$ cat src/rtl/pipelined_cla_adder.sv
// Pipelined carry-lookahead adder: one BLOCK-bit lookahead group per register stage,
// valid/ready handshake with global stall. Optional signed overflow output: PIPELINED_CLA_OVF_EN.
module pipelined_cla_adder #(
  parameter int unsigned WIDTH = 16,
  parameter int unsigned BLOCK = 4
) (
  input  logic             clk,
  input  logic             rst_n,
  input  logic             in_valid,
  output logic             in_ready,
  input  logic [WIDTH-1:0] in1,
  input  logic [WIDTH-1:0] in2,
  input  logic             cin,
  output logic             out_valid,
  input  logic             out_ready,
  output logic [WIDTH-1:0] out,
  output logic             cout
`ifdef PIPELINED_CLA_OVF_EN
  ,
  output logic             overflow
`endif
);

  localparam int unsigned NSTAGE = WIDTH / BLOCK;

  if (BLOCK == 0 || WIDTH == 0 || (WIDTH % BLOCK) != 0) begin : g_param_check
    $error("pipelined_cla_adder: WIDTH must be a non-zero multiple of BLOCK");
  end

  logic advance;

  assign advance  = !out_valid || out_ready;
  assign in_ready = advance;

  // Returns carries c[0..BLOCK] of one group, each expanded as a flat sum of products.
  function automatic logic [BLOCK:0] lookahead(input logic [BLOCK-1:0] a,
                                               input logic [BLOCK-1:0] b,
                                               input logic             c0);
    logic [BLOCK-1:0] g;
    logic [BLOCK-1:0] p;
    logic [BLOCK:0]   c;
    logic             prod;
    int unsigned      j;
    g    = a & b;
    p    = a ^ b;
    c    = '0;
    c[0] = c0;
    for (int unsigned i = 0; i < BLOCK; i++) begin
      prod = 1'b1;
      for (int unsigned m = 0; m <= i; m++) begin
        j      = i - m;
        c[i+1] = c[i+1] | (prod & g[j]);
        prod   = prod & p[j];
      end
      c[i+1] = c[i+1] | (prod & c0);
    end
    return c;
  endfunction

  // Each stage consumes the low BLOCK bits of its operand stream and forwards the rest,
  // so the operand registers shrink and the sum register grows by BLOCK per stage.
  for (genvar k = 0; k < NSTAGE; k++) begin : g_stage
    localparam int unsigned RIN = WIDTH - BLOCK * k;
    localparam int unsigned SW  = BLOCK * (k + 1);

    logic [RIN-1:0]   src_a;
    logic [RIN-1:0]   src_b;
    logic             src_c;
    logic             src_v;
    logic [BLOCK:0]   cv;
    logic [BLOCK-1:0] grp_sum;
    logic [SW-1:0]    s_d;
    logic [SW-1:0]    s_q;
    logic             c_q;
    logic             v_q;

    if (k == 0) begin : g_src
      assign src_a = in1;
      assign src_b = in2;
      assign src_c = cin;
      assign src_v = in_valid;
      assign s_d   = grp_sum;
    end else begin : g_src
      assign src_a = g_stage[k-1].g_fwd.a_q;
      assign src_b = g_stage[k-1].g_fwd.b_q;
      assign src_c = g_stage[k-1].c_q;
      assign src_v = g_stage[k-1].v_q;
      assign s_d   = {grp_sum, g_stage[k-1].s_q};
    end

    always_comb begin
      cv      = lookahead(src_a[BLOCK-1:0], src_b[BLOCK-1:0], src_c);
      grp_sum = src_a[BLOCK-1:0] ^ src_b[BLOCK-1:0] ^ cv[BLOCK-1:0];
    end

    always_ff @(posedge clk or negedge rst_n) begin
      if (!rst_n) begin
        v_q <= 1'b0;
        c_q <= 1'b0;
        s_q <= '0;
      end else if (advance) begin
        v_q <= src_v;
        c_q <= cv[BLOCK];
        s_q <= s_d;
      end
    end

    if (k < NSTAGE - 1) begin : g_fwd
      logic [RIN-BLOCK-1:0] a_q;
      logic [RIN-BLOCK-1:0] b_q;

      always_ff @(posedge clk or negedge rst_n) begin
        if (!rst_n) begin
          a_q <= '0;
          b_q <= '0;
        end else if (advance) begin
          a_q <= src_a[RIN-1:BLOCK];
          b_q <= src_b[RIN-1:BLOCK];
        end
      end
    end
  end

  assign out       = g_stage[NSTAGE-1].s_q;
  assign cout      = g_stage[NSTAGE-1].c_q;
  assign out_valid = g_stage[NSTAGE-1].v_q;

`ifdef PIPELINED_CLA_OVF_EN
  always_ff @(posedge clk or negedge rst_n) begin
    if (!rst_n) begin
      overflow <= 1'b0;
    end else if (advance) begin
      overflow <= g_stage[NSTAGE-1].cv[BLOCK-1] ^ g_stage[NSTAGE-1].cv[BLOCK];
    end
  end
`endif

endmodule

$ cat config.mk
export PLATFORM = sky130hd
export DESIGN_NAME = pipelined_cla_adder
export DESIGN_NICKNAME = d
export VERILOG_FILES = /design/src/rtl/pipelined_cla_adder.sv
export SDC_FILE = /design/constraint.sdc
export NUM_CORES = 1
export LEC_CHECK = 0
export BUFFER_PORTS_ARGS = -buffer_cell sky130_fd_sc_hd__buf_2
export CAP_MARGIN = 20
export CORE_AREA = 2 2 97 99
export CTS_BUF_LIST = sky130_fd_sc_hd__clkbuf_16
export DETAILED_ROUTE_END_ITERATION = 10
export DIE_AREA = 0 0 99 101
export PLACE_DENSITY = 0.67
export REMOVE_ABC_BUFFERS = 1
export SETUP_SLACK_MARGIN = 0.15
export SYNTH_ARGS = -nofsm -noshare
export SYNTH_HDL_FRONTEND = slang
export SYNTH_SLANG_ARGS = --single-unit
$ cat constraint.sdc
create_clock -name clk -period 3.2 [get_ports clk]
set_clock_uncertainty 0.05 [all_clocks]
set_input_delay 0 -clock clk [delete_from_list [all_inputs] [get_ports clk]]
set_output_delay 0 -clock clk [all_outputs]
set_load 0.01 [all_outputs]
### After elaboration in Yosys (flattened, before gate mapping)

Index checks and enable logic that the tools add are counted.

* bitwise logic cells: 116
* reductions and logical operators: 2

Operators by type and width (number)
* $and 1x1->1: 64
* $or 1x1->1: 40
* $xor 4x4->4: 8
* $and 4x4->4: 4
* $logic_not 1->1: 1
* $logic_or 1x1->1: 1

* register bits after elaboration: 96
* bits of input ports: 37
* output and inout bits: 19
* logic and storage cells: 136

### Depth between registers and ports, before layout

* word-level depth: 6
* gate-level depth with buffers: 7
* mapped depth without buffers: 5

### Worst setup path before layout

Ideal clock, no wire load.

* kind: flip-flop to flip-flop
* start: register g_stage[0].g_fwd.a_q[0]
* end: register g_stage[1].c_q
* setup time: 0.122 ns
* arrival time: 1.260 ns
* required time: 3.028 ns
* path slack: 1.767 ns
* cell stages (with the launch flop): 6
* path buffers: 0
* period minus slack after synthesis: 1.433 ns
* path through: dfrtp_1 -> ha_1 -> a211oi_1 -> o21bai_1 -> a21oi_1 -> a21oi_1

* cells in the longest elaborated chain, start to end: 4
* elaborated cells on any way between the ends: 7
* classes of those cells: 7 x bitwise

RTL lines
* start, declared: RTL line 109 `logic [RIN-BLOCK-1:0] a_q;`
* start signal, assigned: RTL line 117 `a_q <= src_a[RIN-1:BLOCK];`
* $and 4x4->4 or $xor 4x4->4 (tied branches): RTL line 44, 45
* $and 1x1->1, on equally long branches: RTL line 52, 53
* $or 1x1->1 or $and 1x1->1 (tied branches): RTL line 52, 55
* $or 1x1->1 *: RTL line 55 `c[i+1] = c[i+1] | (prod & c0);`
* end signal, assigned: RTL line 103 `c_q <= cv[BLOCK];`
* end, declared: RTL line 74 `logic c_q;`

Mark *: on every way between the ends. The rest lies on a longest branch, timed or not.
A chain may end at the register's enable or synchronous reset.

### Worst setup path after layout

* start: register g_stage[3].v_q (netlist: out_valid)
* end: register g_stage[0].s_q[2]

* cells in the longest elaborated chain, start to end: 2

RTL lines
* start, declared: RTL line 75 `logic v_q;`
* start signal, assigned: RTL line 102 `v_q <= src_v;`
* $logic_not 1->1: RTL line 32 `assign advance = !out_valid || out_ready;`
* $logic_or 1x1->1: RTL line 32
* end signal, assigned: RTL line 100 `s_q <= '0;`
* end signal, assigned: RTL line 104 `s_q <= s_d;`
* end, declared: RTL line 73 `logic [SW-1:0] s_q;`

Every way passes these cells.

==> summary.md <==
| Metric | Value |
|---|---|
| Final Setup Violations | 0 |
| Clk_lat worst skew | 0.33 ns |
| Setup bufs post-CTS | 0 |
| Clk slew on worst S/H paths | 0.07 ns |
| Worst hold path class | primary input to flip-flop |
| IO Count | 56 |
| Core Area | 8977 sq um |
| Vias in the first global route | 3,037 |
| Crit path launch type | flip-flop |
| Area delta synth->final | 21.09% |
| Crit path time final | 1.732 ns |
| Layout fillers | 815 |
| Buffers on Ports | 55 |
| Most used cell, CP | o21ai_0 |
| P_leak | 2.657 nW |
| DRT Wirelength | 7.285 mm |
| Routed via count | 3,021 |
| Initial antenna violation count | 0 |
| Slew headroom | 46.87% |
| Worst slew pin tran | 0.7969 ns |
| CP max stage cell | clkinv_2 |
| Critical path capture point type | flip-flop |
| Gr usage total | 15.85% |
| DRC violations left | 0 |
| Largest net degree at the start of global routing | 82 |
| Sink Count | 96 |
| 1st-pass router iterations | 4 |
| Vias per cell | 4.728 |
| Fin. Hold Viols | 0 |
| Setup CP Type | flip-flop to flip-flop |
| Nets | 580 |
| Post-cts sizing count | 0 |
| Layout Utilization | 56.33% |
| Max Fclk | 577.4 MHz |
| VDD IR max | 0.3738 mV |
| # rows | 35 |
| Post-synthesis sequential area ratio | 57.52% |
| Layout cell share with drive strength beyond 1 | 15.34% |
| Global placement routability congestion | 0.7806 |
| Chip Height | 101 um |
| RSZ-0062 raised after global routing | false |
| Mapped cell area | 4177 sq um |
| Post-DRT Antenna Nets | 0 |
| Worst endpoint required time | 3.36 ns |
| Clock tree from TritonCTS | built |
| Status | completed |
| Critical Path Max Stage Delay | 0.44 ns |
| Hpwl dp | 4.593 mm |
| WP data arrival | 1.89 ns |
| Mean Syn Cell Area | 9.343 sq um |
| WP buf/inv | 2 |
| CTS Buffer Depth | 2 |
| Die span in x | 99 um |
| Starting Density | 46.52% |
| Final Max Tran Viols | 0 |
| Ant. Diodes | 0 |
| PD cells | 912.9 nW/um^2 |
| Critical path cell sequence | nor2b_4, clkinv_2, buf_12, o21ai_0, o21ai_0 |
| Synth warn | 0 |
| Fin crit share | 54.12% |
| Routed wire per std cell | 11.40 um |
| CP max FO | 71 |
| MaxCap Viol Count | 0 |
| Clk root buf | clkbuf_16 |
| Final Instance Area | 5057 sq um |
| Netlist cell types | 22 |
| CP top delay family | buffers and inverters |
| Die area | 9999 sq um |
| Area post-placement | 4474 sq um |
| CTS H-tree lvls | 3 |
| Num CTS Buffers | 9 |
| Starting DRT DRC Count | 137 |
| Yosys reg bits | 96 |
| Global-route wire length before repair | 12.92 mm |
| Grt total ovfl | 0 |
| Post-Syn Instances | 447 |
==> cells in the final DEF, fill, tap and decap left out, drive strengths merged <==
master	instances
ha	16
nor2b	1
nor2	12
a211oi	8
xnor2	4
a21oi	16
clkinvlp	1
o21ai	22
clkinv	2
buf	59
dfrtp	96
a21o	4
clkbuf	9
o21bai	4
nand2	221
xor2	4
inv	17
nand2b	1
dlygate4sd3	27
fa	4
==> logic make-up after synthesis <==
logic type	share of synthesized area, %
flops	57.52
compound gates	7.789
fa+ha+maj	6.711
buf+inv	5.063
xor+xnor	1.677
simple gates	21.24
==> synth_stat cells (all sizes together) <==
| cell | number | area share, % |
|---|---|---|
| dfrtp | 96 | 58 |
| nor2b | 1 | 0.15 |
| nand2 | 221 | 20 |
| xor2 | 4 | 0.84 |
| a21o | 4 | 0.72 |
| inv | 13 | 1.2 |
| o21bai | 4 | 0.72 |
| o21ai | 22 | 2.6 |
| nor2 | 12 | 1.1 |
| nand2b | 1 | 0.15 |
| xnor2 | 4 | 0.84 |
| buf | 13 | 3.2 |
| a211oi | 8 | 1.4 |
| fa | 4 | 1.9 |
| clkbuf | 8 | 0.72 |
| a21oi | 16 | 2.3 |
| ha | 16 | 4.8 |
==> per-layer routing <==
metal	vias up	wire, um	part of all wire [%]	GRT usage (%)
li1	1559	-	-	-
met5	-	0	0	0
met4	0	140	1.9	6.112
met3	11	226	3.1	3.329
met1	1403	3323	46	19.73
met2	48	3595	49	27.23
==> stage by stage <==
stage                     TNS [ns]  cells  total power [mW]  setup slack (ns)  hold WS (ns)
after floorplan            -185.40    426             3.142            -2.067       -0.3456
after global placement           0    595             3.533             1.500        0.1488
after detailed placement         0    595             3.619             1.471        0.1550
after CTS                        0    637             4.684             1.451       0.02281
after global routing             0    639             5.041             1.235       0.04237
final                            0    639             4.617             1.468       0.03477
==> power by group <==
part / switching [mW] / internal (mW)
combinational: 0.905 / 0.678
sequential: 0.274 / 1.74
clock: 0.474 / 0.542
==> final cells by class <==
| type | instances | area, sq um | share of cell area [%] |
|---|---|---|---|
| sequential | 96 | 2402 | 47.50 |
| timing repair buffer | 86 | 610.6 | 12.07 |
| tap | 111 | 138.9 | 2.746 |
| clock buffer | 9 | 225.2 | 4.453 |
| inverter | 13 | 50.05 | 0.9896 |
| multi-input combinational | 317 | 1570 | 31.05 |
| clock inverter | 7 | 60.06 | 1.188 |
==> worst paths after layout <==
path / from / to / slack (ns) / cells past startpoint
hold reg to reg: g_stage[2].v_q / g_stage[2].v_q / 0.41 / 2
setup / recovery: out_valid / g_stage[0].s_q[2] / 1.47 / 5
max in group asynchronous: rst_n / g_stage[1].s_q[3] / 1.72 / 5
hold / removal: cin / g_stage[0].s_q[0] / 0.03 / 4
min in group asynchronous: rst_n / out[15] / 0.53 / 3
setup reg to reg: out_valid / g_stage[0].s_q[2] / 1.47 / 5
==> tightest hold or removal path, delay by kind of cell <==
kind | cells | cell delay (ns)
AO/OA/AOI/OAI | 1 | 0.05
adder cells (fa/ha/maj) | 1 | 0.16
buffers and inverters | 2 | 0.17
==> sequential cells by signal, summed over array words and instances (netlist names) <==
name and cells:
g_stage.v_q 3, g_stage.g_fwd.a_q 24, out_valid 1, cout 1, g_stage.s_q 24, out 16
g_stage.g_fwd.b_q 24, g_stage.c_q 3
==> timing repair <==
item                       in CTS  in global routing
setup endpoints to repair       0                  0
hold endpoints to repair      105                 10
hold buffers                   26                  1
(Power assumes the default switching activity.)
